<file path="config.mk">
export PLATFORM = sky130hd
export DESIGN_NAME = gpu_rect_fill
export DESIGN_NICKNAME = d
export VERILOG_FILES = /design/src/rtl/gpu_rect_fill.sv
export SDC_FILE = /design/constraint.sdc
export NUM_CORES = 1
export LEC_CHECK = 0
export BUFFER_PORTS_ARGS = -buffer_cell sky130_fd_sc_hd__buf_2
export CAP_MARGIN = 20
export CORE_ASPECT_RATIO = 1.25
export CORE_MARGIN = 1
export CORE_UTILIZATION = 32
export DETAILED_ROUTE_END_ITERATION = 6
export PLACE_DENSITY = 0.55
export SLEW_MARGIN = 40
export SYNTH_ARGS = -nofsm -noshare
export SYNTH_HDL_FRONTEND = slang
export SYNTH_SLANG_ARGS = --single-unit
export TNS_END_PERCENT = 50
</file>
<file path="constraint.sdc">
create_clock -name CLK_SYS -period 6 [get_ports CLK_SYS]
set_clock_uncertainty 0.05 [all_clocks]
set_input_delay 0.3 -clock CLK_SYS [delete_from_list [all_inputs] [get_ports CLK_SYS]]
set_output_delay 0.3 -clock CLK_SYS [all_outputs]
set_load 0.01 [all_outputs]
</file>
<file path="src/rtl/gpu_rect_fill.sv">
// Rectangle-fill engine: takes one (origin, size, colour) command and streams
// row-major, screen-clipped pixel writes into the framebuffer write port.
module gpu_rect_fill #(
  parameter int FB_WIDTH  = 160,
  parameter int FB_HEIGHT = 120,
  parameter int ADDR_W    = 15,
  parameter int COLOR_W   = 3
) (
  input  logic               CLK_SYS,
  input  logic               RST,
  input  logic               CMD_VALID,
  output logic               CMD_READY,
  input  logic [7:0]         CMD_X,
  input  logic [6:0]         CMD_Y,
  input  logic [7:0]         CMD_W,
  input  logic [6:0]         CMD_H,
  input  logic [COLOR_W-1:0] CMD_COLOR,
  output logic               FB_WE,
  output logic [ADDR_W-1:0]  FB_ADDR,
  output logic [COLOR_W-1:0] FB_DATA,
  input  logic               FB_READY,
  output logic               BUSY,
  output logic               DONE
);

  typedef enum logic [1:0] {
    S_IDLE,
    S_SETUP,
    S_RUN,
    S_FIN
  } state_t;

  localparam logic [8:0]        LP_XMAX   = 9'(FB_WIDTH);
  localparam logic [7:0]        LP_YMAX   = 8'(FB_HEIGHT);
  localparam logic [ADDR_W-1:0] LP_STRIDE = ADDR_W'(FB_WIDTH);

  state_t r_state;
  state_t w_state_nx;

  logic [7:0]         r_x;
  logic [6:0]         r_y;
  logic [7:0]         r_w;
  logic [6:0]         r_h;
  logic [COLOR_W-1:0] r_color;
  logic [8:0]         r_x_end;
  logic [7:0]         r_y_end;
  logic [8:0]         r_col;
  logic [7:0]         r_row;
  logic [ADDR_W-1:0]  r_row_base;
  logic [ADDR_W-1:0]  r_addr;

  logic [8:0]        w_xsum;
  logic [7:0]        w_ysum;
  logic              w_empty;
  logic [ADDR_W-1:0] w_base;
  logic [8:0]        w_col_nx;
  logic [7:0]        w_row_nx;
  logic              w_col_last;
  logic              w_row_last;
  logic              w_accept;
  logic              w_fire;

  assign w_xsum     = {1'b0, r_x} + {1'b0, r_w};
  assign w_ysum     = {1'b0, r_y} + {1'b0, r_h};
  assign w_empty    = (r_w == '0) || (r_h == '0) ||
                      ({1'b0, r_x} >= LP_XMAX) || ({1'b0, r_y} >= LP_YMAX);
  assign w_base     = ADDR_W'(r_y) * LP_STRIDE + ADDR_W'(r_x);
  assign w_col_nx   = r_col + 9'd1;
  assign w_row_nx   = r_row + 8'd1;
  assign w_col_last = (w_col_nx == r_x_end);
  assign w_row_last = (w_row_nx == r_y_end);
  assign w_accept   = (r_state == S_IDLE) && CMD_VALID;
  assign w_fire     = (r_state == S_RUN) && FB_READY;

  always_ff @(posedge CLK_SYS or posedge RST) begin
    if (RST) r_state <= S_IDLE;
    else     r_state <= w_state_nx;
  end

  always_comb begin
    w_state_nx = r_state;
    CMD_READY  = 1'b0;
    FB_WE      = 1'b0;
    BUSY       = 1'b0;
    DONE       = 1'b0;
    case (r_state)
      S_IDLE: begin
        CMD_READY = 1'b1;
        if (CMD_VALID) w_state_nx = S_SETUP;
      end
      S_SETUP: begin
        BUSY       = 1'b1;
        w_state_nx = w_empty ? S_FIN : S_RUN;
      end
      S_RUN: begin
        BUSY  = 1'b1;
        FB_WE = 1'b1;
        if (FB_READY && w_col_last && w_row_last) w_state_nx = S_FIN;
      end
      S_FIN: begin
        DONE       = 1'b1;
        w_state_nx = S_IDLE;
      end
      default: w_state_nx = S_IDLE;
    endcase
  end

  // r_addr tracks row_base + (col - X) incrementally so no subtract sits on the output path.
  always_ff @(posedge CLK_SYS or posedge RST) begin
    if (RST) begin
      r_x        <= '0;
      r_y        <= '0;
      r_w        <= '0;
      r_h        <= '0;
      r_color    <= '0;
      r_x_end    <= '0;
      r_y_end    <= '0;
      r_col      <= '0;
      r_row      <= '0;
      r_row_base <= '0;
      r_addr     <= '0;
    end else begin
      if (w_accept) begin
        r_x     <= CMD_X;
        r_y     <= CMD_Y;
        r_w     <= CMD_W;
        r_h     <= CMD_H;
        r_color <= CMD_COLOR;
      end
      if (r_state == S_SETUP) begin
        r_x_end    <= (w_xsum > LP_XMAX) ? LP_XMAX : w_xsum;
        r_y_end    <= (w_ysum > LP_YMAX) ? LP_YMAX : w_ysum;
        r_col      <= {1'b0, r_x};
        r_row      <= {1'b0, r_y};
        r_row_base <= w_base;
        r_addr     <= w_base;
      end
      if (w_fire) begin
        if (w_col_last) begin
          r_col      <= {1'b0, r_x};
          r_row      <= w_row_nx;
          r_row_base <= r_row_base + LP_STRIDE;
          r_addr     <= r_row_base + LP_STRIDE;
        end else begin
          r_col  <= w_col_nx;
          r_addr <= r_addr + 1'b1;
        end
      end
    end
  end

  assign FB_ADDR = r_addr;
  assign FB_DATA = r_color;

endmodule

</file>
======== Word level (Yosys, flattened, before mapping) ========
Index checks and enable logic that the tools add are counted.
W data, S select, Z words.
word-level totals
  register bits ........................... 99
  input bits .............................. 37
  output and inout port bits .............. 22
  word-level logic and storage cells ...... 66
operators by class
  add/subtract/negate cells ............... 7
  $mul .................................... 1
  $lt $le $gt $ge ......................... 4
  eq/ne operators ......................... 7
  muxes and demuxes ....................... 22
  reduce and logical (&&, ||, !) cells .... 13
operator list
  operator                 number
  $mux W15                 6
  $mux W9                  4
  $mux W8                  4
  $add A15 B1 Y15 const B  1
  $add A15 B8 Y15          1
  $add A15 B8 Y15 const B  1
  $mul A7 B3 Y10 const B   1
  $add A8 B8 Y9            1
  $add A9 B1 Y9 const B    1
  $eq A9 B9 Y1             1
  $gt A9 B8 Y1 const B     1
  $add A7 B7 Y8            1
  $add A8 B1 Y8 const B    1
  $eq A8 B8 Y1             1
  $ge A8 B8 Y1 const B     1
  $gt A8 B7 Y1 const B     1
  $logic_not A8 Y1         1
  $pmux W2 S4              1
  $ge A7 B7 Y1 const B     1
  $logic_not A7 Y1         1
  $mux W1                  5
  $eq A2 B2 Y1 const B     2
  $logic_and A1 B1 Y1      4
  $mux W2                  2
  other kinds (8)          10

======== Depth between registers and ports, before layout ========
  word-level depth ........................ 6
  depth in mapped cells ................... 11
  mapped depth without buffers ............ 11

======== Worst setup path after synthesis ========
No wires, ideal clock.
  path type ............................... register to register
  start point ............................. register r_col[0]
  end point ............................... register r_row_base[0]
  library setup time ...................... 125 ps
  data arrival time ....................... 2,558 ps
  data required time ...................... 5,825 ps
  path slack .............................. 3,268 ps
  stages on the path, launching flop included .. 10
  path buffers ............................ 2
  cells stage by stage .................... dfrtp_1 > ha_1 > and3_4 > a31oi_1 > o2111ai_2 > or4_4 > buf_6 > o21ai_1 > buf_4 > mux2_2
between the ends
  cells in the longest elaborated chain, start to end .. 4
RTL lines
  what                    RTL line  text
  start, declared         47        logic [8:0] r_col;
  start signal, assigned  133       r_col <= {1'b0, r_x};
  start signal, assigned  140       r_col <= {1'b0, r_x};
  start signal, assigned  145       r_col <= w_col_nx;
  $add A9 B1 Y9           68        assign w_col_nx = r_col + 9'd1;
  $eq A9 B9 Y1            70        assign w_col_last = (w_col_nx == r_x_end);
  $mux W15                139       if (w_col_last) begin
  $mux W15                138       if (w_fire) begin
  end signal, assigned    135       r_row_base <= w_base;
  end signal, assigned    142       r_row_base <= r_row_base + LP_STRIDE;
  end, declared           49        logic [ADDR_W-1:0] r_row_base;
Every way passes these cells.
A chain may end at the register's enable or synchronous reset.

======== Worst setup path after layout ========
  start point ............................. register r_col[0]
  end point ............................... register r_col[4]
between the ends
  cells in the longest elaborated chain, start to end .. 4
RTL lines
  what             RTL line
  $add A9 B1 Y9 *  68
  $eq A9 B9 Y1     70
  $mux W9 *        139
  $mux W9 *        138
Every way passes the cells marked *; elsewhere a longest branch is shown, timed or not.

==> results.md <==
- Post-CTS sizing: 0
- Antenna diode count: 0
- Top cell type's share of synthesized area: 38.7%
- H-tree Lvls: 3
- Post-synth EDFFs: 0
- GR Layer Usage met2: 24.5%
- Clk pwr share: 13.3%
- Pint: 0.00266 W
- Area leader, netlist: dfrtp_1
- CP bufs+invs: 0
- Skew-Pair Late Insertion Delay: 0.36 ns
- Die width: 129 um
- Register area share after synthesis: 38.7%
- Worst Path Max Fanout: 21
- Iteration-0 DRC Markers: 222
- Critical Path RT: 6.20 ns
- Synth Area per Inst: 9.61 um2
- Core area: 19500 um2
- Net Sw Frac: 44.8%
- FF-to-FF Start: r_col[0]
- CTS sink cnt: 99
- Grt met3 use: 3.99%
- Vias per inst: 5.12
- Via count: 5019
- Status: finished with violations
- IO buf count: 58
- CTS max path bufs: 2
- Overall Power: 0.00481 W
- Max cap viols: 0
- FMAX: 288 MHz
- WS Path Type: flop to flop
- Max incr delay on CP: 0.71 ns
- Unrepaired setup endpoints after global routing: false
- Post-route insts no fill: 981
- Nets@finish: 788
- Placer Congestion: 0.794
- Critical Path Sink Type: flop
- Worst min path class: primary input to asynchronous set/reset pin
- DRC violations left: 0
- Power Density: 663 nW/um2
- Final min period: 3.48 ns
- Hold Buf Count CTS: 0
- Busiest grt layer: met2
- Failing checks: negative hold slack
- Mapped Nets: 743
- Drt total wl: 15300 um
- Largest cells by area after synthesis: dfrtp_1, ha_1, mux2_2
- TNS Setup: 0 ns
- Die ar.: 20600 um2
- Largest net degree at the start of global routing: 59
- Row count: 57
- Setup WS pre-CTS: 2.51 ns
- Initial antenna violation count: 0
- FF-to-FF path depth: 8
- Fin crit share: 57.9%
- Setup slack, reg-to-reg: 2.52 ns
- Reg2Reg Capture Point: r_col[4]
- Layout cells sized above 1: 19.8%
- Fraction of registers with async set/reset: 100%
- Synthesized area: 6400 um2
- Switching Power: 0.00215 W
- Worst-path clk slew: 0.07 ns
- Slew @ Worst Pin: 0.748 ns
- Placed insts: 965
- Cell family with most CP delay: simple AND/OR/NAND/NOR gates
- Mapped Cells: 666
- WHS: -0.0441 ns
- Post-layout util: 37.1%
- Startpoint class of the critical path: flop
- I/O Pins: 59
- Comb power frac: 57.0%
- Final WS setup: 2.52 ns
- Synth Register Bits: 99
- Die H: 160 um
- Critical path's slowest cell: or4_4
- Arr. time, crit path: 3.67 ns
- Yosys cell types: 65
- CTS tree: built
- Root buffer cell: clkbuf_16
- DRT antenna net count: 0
- Area grow syn2layout: 13.3%
- Initial Util: 32.8%
- Max rail drop VDD: 275 uV
- Final slew viol count: 0
- Syn. warnings: 0
- Number of buffers created by CTS: 9
- First-pass GRT wire length: 25400 um
- GRT met1 Usage: 21.5%
- Static Leak: 3.04 nW
- Main synth FF type: dfrtp_1
- Overflow after GRT: 0
- Seq pwr share: 29.7%
- Final Setup Violations: 0
- Hpwl dp: 11100 um
- First-pass iteration count of the detailed router: 5
- Routed WL per cell: 15.6 um
- GRT Total Usage: 15.8%
- Vias in the first global route: 4891
- Worst slew margin: 50.1%
- Final hold viol count: 26
- CP Cell Sequence: ha_1 > and3_4 > a31oi_1 > o2111ai_2 > or4_4 > nor2_2 > nor2_1 > o221a_2
- Post-CTS Repair Setup Buffers: 0
-- kinds of logic (layout without fill, tap and decap cells) --
logic type | count (synthesis) | in the layout | synth area share [%]
and+or+nand+nor | 194 | 194 | 15.7
adders and majority gates | 40 | 40 | 8.29
AOI/OAI and AO/OA | 172 | 172 | 17.9
muxes | 45 | 45 | 7.84
xor gates and xnor gates | 55 | 55 | 7.64
buffers and inverters | 61 | 111 | 3.93
DFF | 99 | 99 | 38.7
-- flip-flops by register name, summed over array words and instances, names as in the netlist --
name        flops
FB_DATA         3
r_w             8
FB_ADDR        15
r_state         2
r_row_base     15
r_x             8
r_h             7
r_row           8
r_col           9
r_y_end         8
r_y             7
r_x_end         9
-- layout make-up --
type / count / area, um2
Sequential cell: 99 / 2480
Inverter: 33 / 126
Clock inverter: 6 / 90.1
Fill cell: 2042 / 12300
Clock buffer: 10 / 229
Multi-Input combinational cell: 506 / 3680
Timing Repair Buffer: 62 / 320
Tap cell: 265 / 332
-- power groups by stage --
stage | Sequential [W] | Combinational [W] | Clock (W)
after floorplan | 0.00129 | 0.00223 | 0
after global placement | 0.00144 | 0.00271 | 0
after detailed placement | 0.00144 | 0.00275 | 0
after CTS | 0.00143 | 0.00276 | 0.000654
after global routing | 0.00149 | 0.00309 | 0.000680
final | 0.00143 | 0.00274 | 0.000639
-- metrics by stage --
stage	cell area [um2]	hold slack [ns]
final	7260	-0.0441
after global routing	7260	0.0129
after CTS	7260	0.00556
after detailed placement	6940	0.398
after global placement	6920	0.390
after floorplan	6400	0.401
-- cell usage after synthesis, drive strengths merged, types with 6 or more instances --
cell type and count:
a211oi 9, a21o 7, a21oi 39, a31oi 12, and3 16, buf 12
clkbuf 16, dfrtp 99, ha 36, inv 33, mux2 38, mux2i 7
nand2 58, nand3 20, nand4 9, nor2 36, nor2b 14, nor3 10
nor4 6, o211ai 8, o21a 7, o21ai 43, o221a 10, o22ai 8
xnor2 35, xor2 20
-- worst max-delay path by stage --
stage | startpoint | to | slack, ns | cells past startpoint
final | r_col[0] | r_col[4] | 2.52 | 8
after global routing | r_col[0] | r_col[5] | 2.30 | 8
after CTS | r_col[0] | r_col[4] | 2.49 | 8
after detailed placement | r_col[0] | r_col[4] | 2.51 | 8
after global placement | r_col[0] | r_col[5] | 2.58 | 8
after floorplan | RST | FB_ADDR[0] | 3.06 | 1
-- metal layers --
layer	share of wire, %	wire length (um)	vias up
met1	49	7480	2409
met4	1.5	231	0
li1	-	-	2498
met2	45	6890	97
met3	4.7	713	15
met5	0	0	-
-- worst reg2reg max path, stage by stage, from the launching register on --
cell and delay (ns):
dfrtp_1 0.42, ha_1 0.28, and3_4 0.23, a31oi_1 0.20, o2111ai_2 0.19, or4_4 0.71, nor2_2 0.64, nor2_1 0.30
o221a_2 0.34
-- placed cells by master, fill, tap and decap left out, types with 4 or more instances in the layout --
master	instances
nor2_1	35
a211oi_1	9
nand3_1	20
a31oi_1	12
nand2_1	57
o211ai_1	8
and2_1	4
o21bai_1	4
nand4_1	9
o22ai_1	8
nand2b_1	5
xor2_1	20
o221a_2	10
a21o_1	7
mux2_2	37
nor3_1	10
nor2b_1	14
xnor2_1	34
fa_1	4
o21ai_1	5
a21oi_1	39
o22a_1	4
o21a_1	7
dfrtp_1	99
buf_4	4
clkbuf_16	9
inv_1	32
o21ai_0	36
and3_1	13
nor4_1	5
mux2i_1	7
buf_2	58
ha_1	35
No activity file was read; power rests on OpenSTA's default activity.
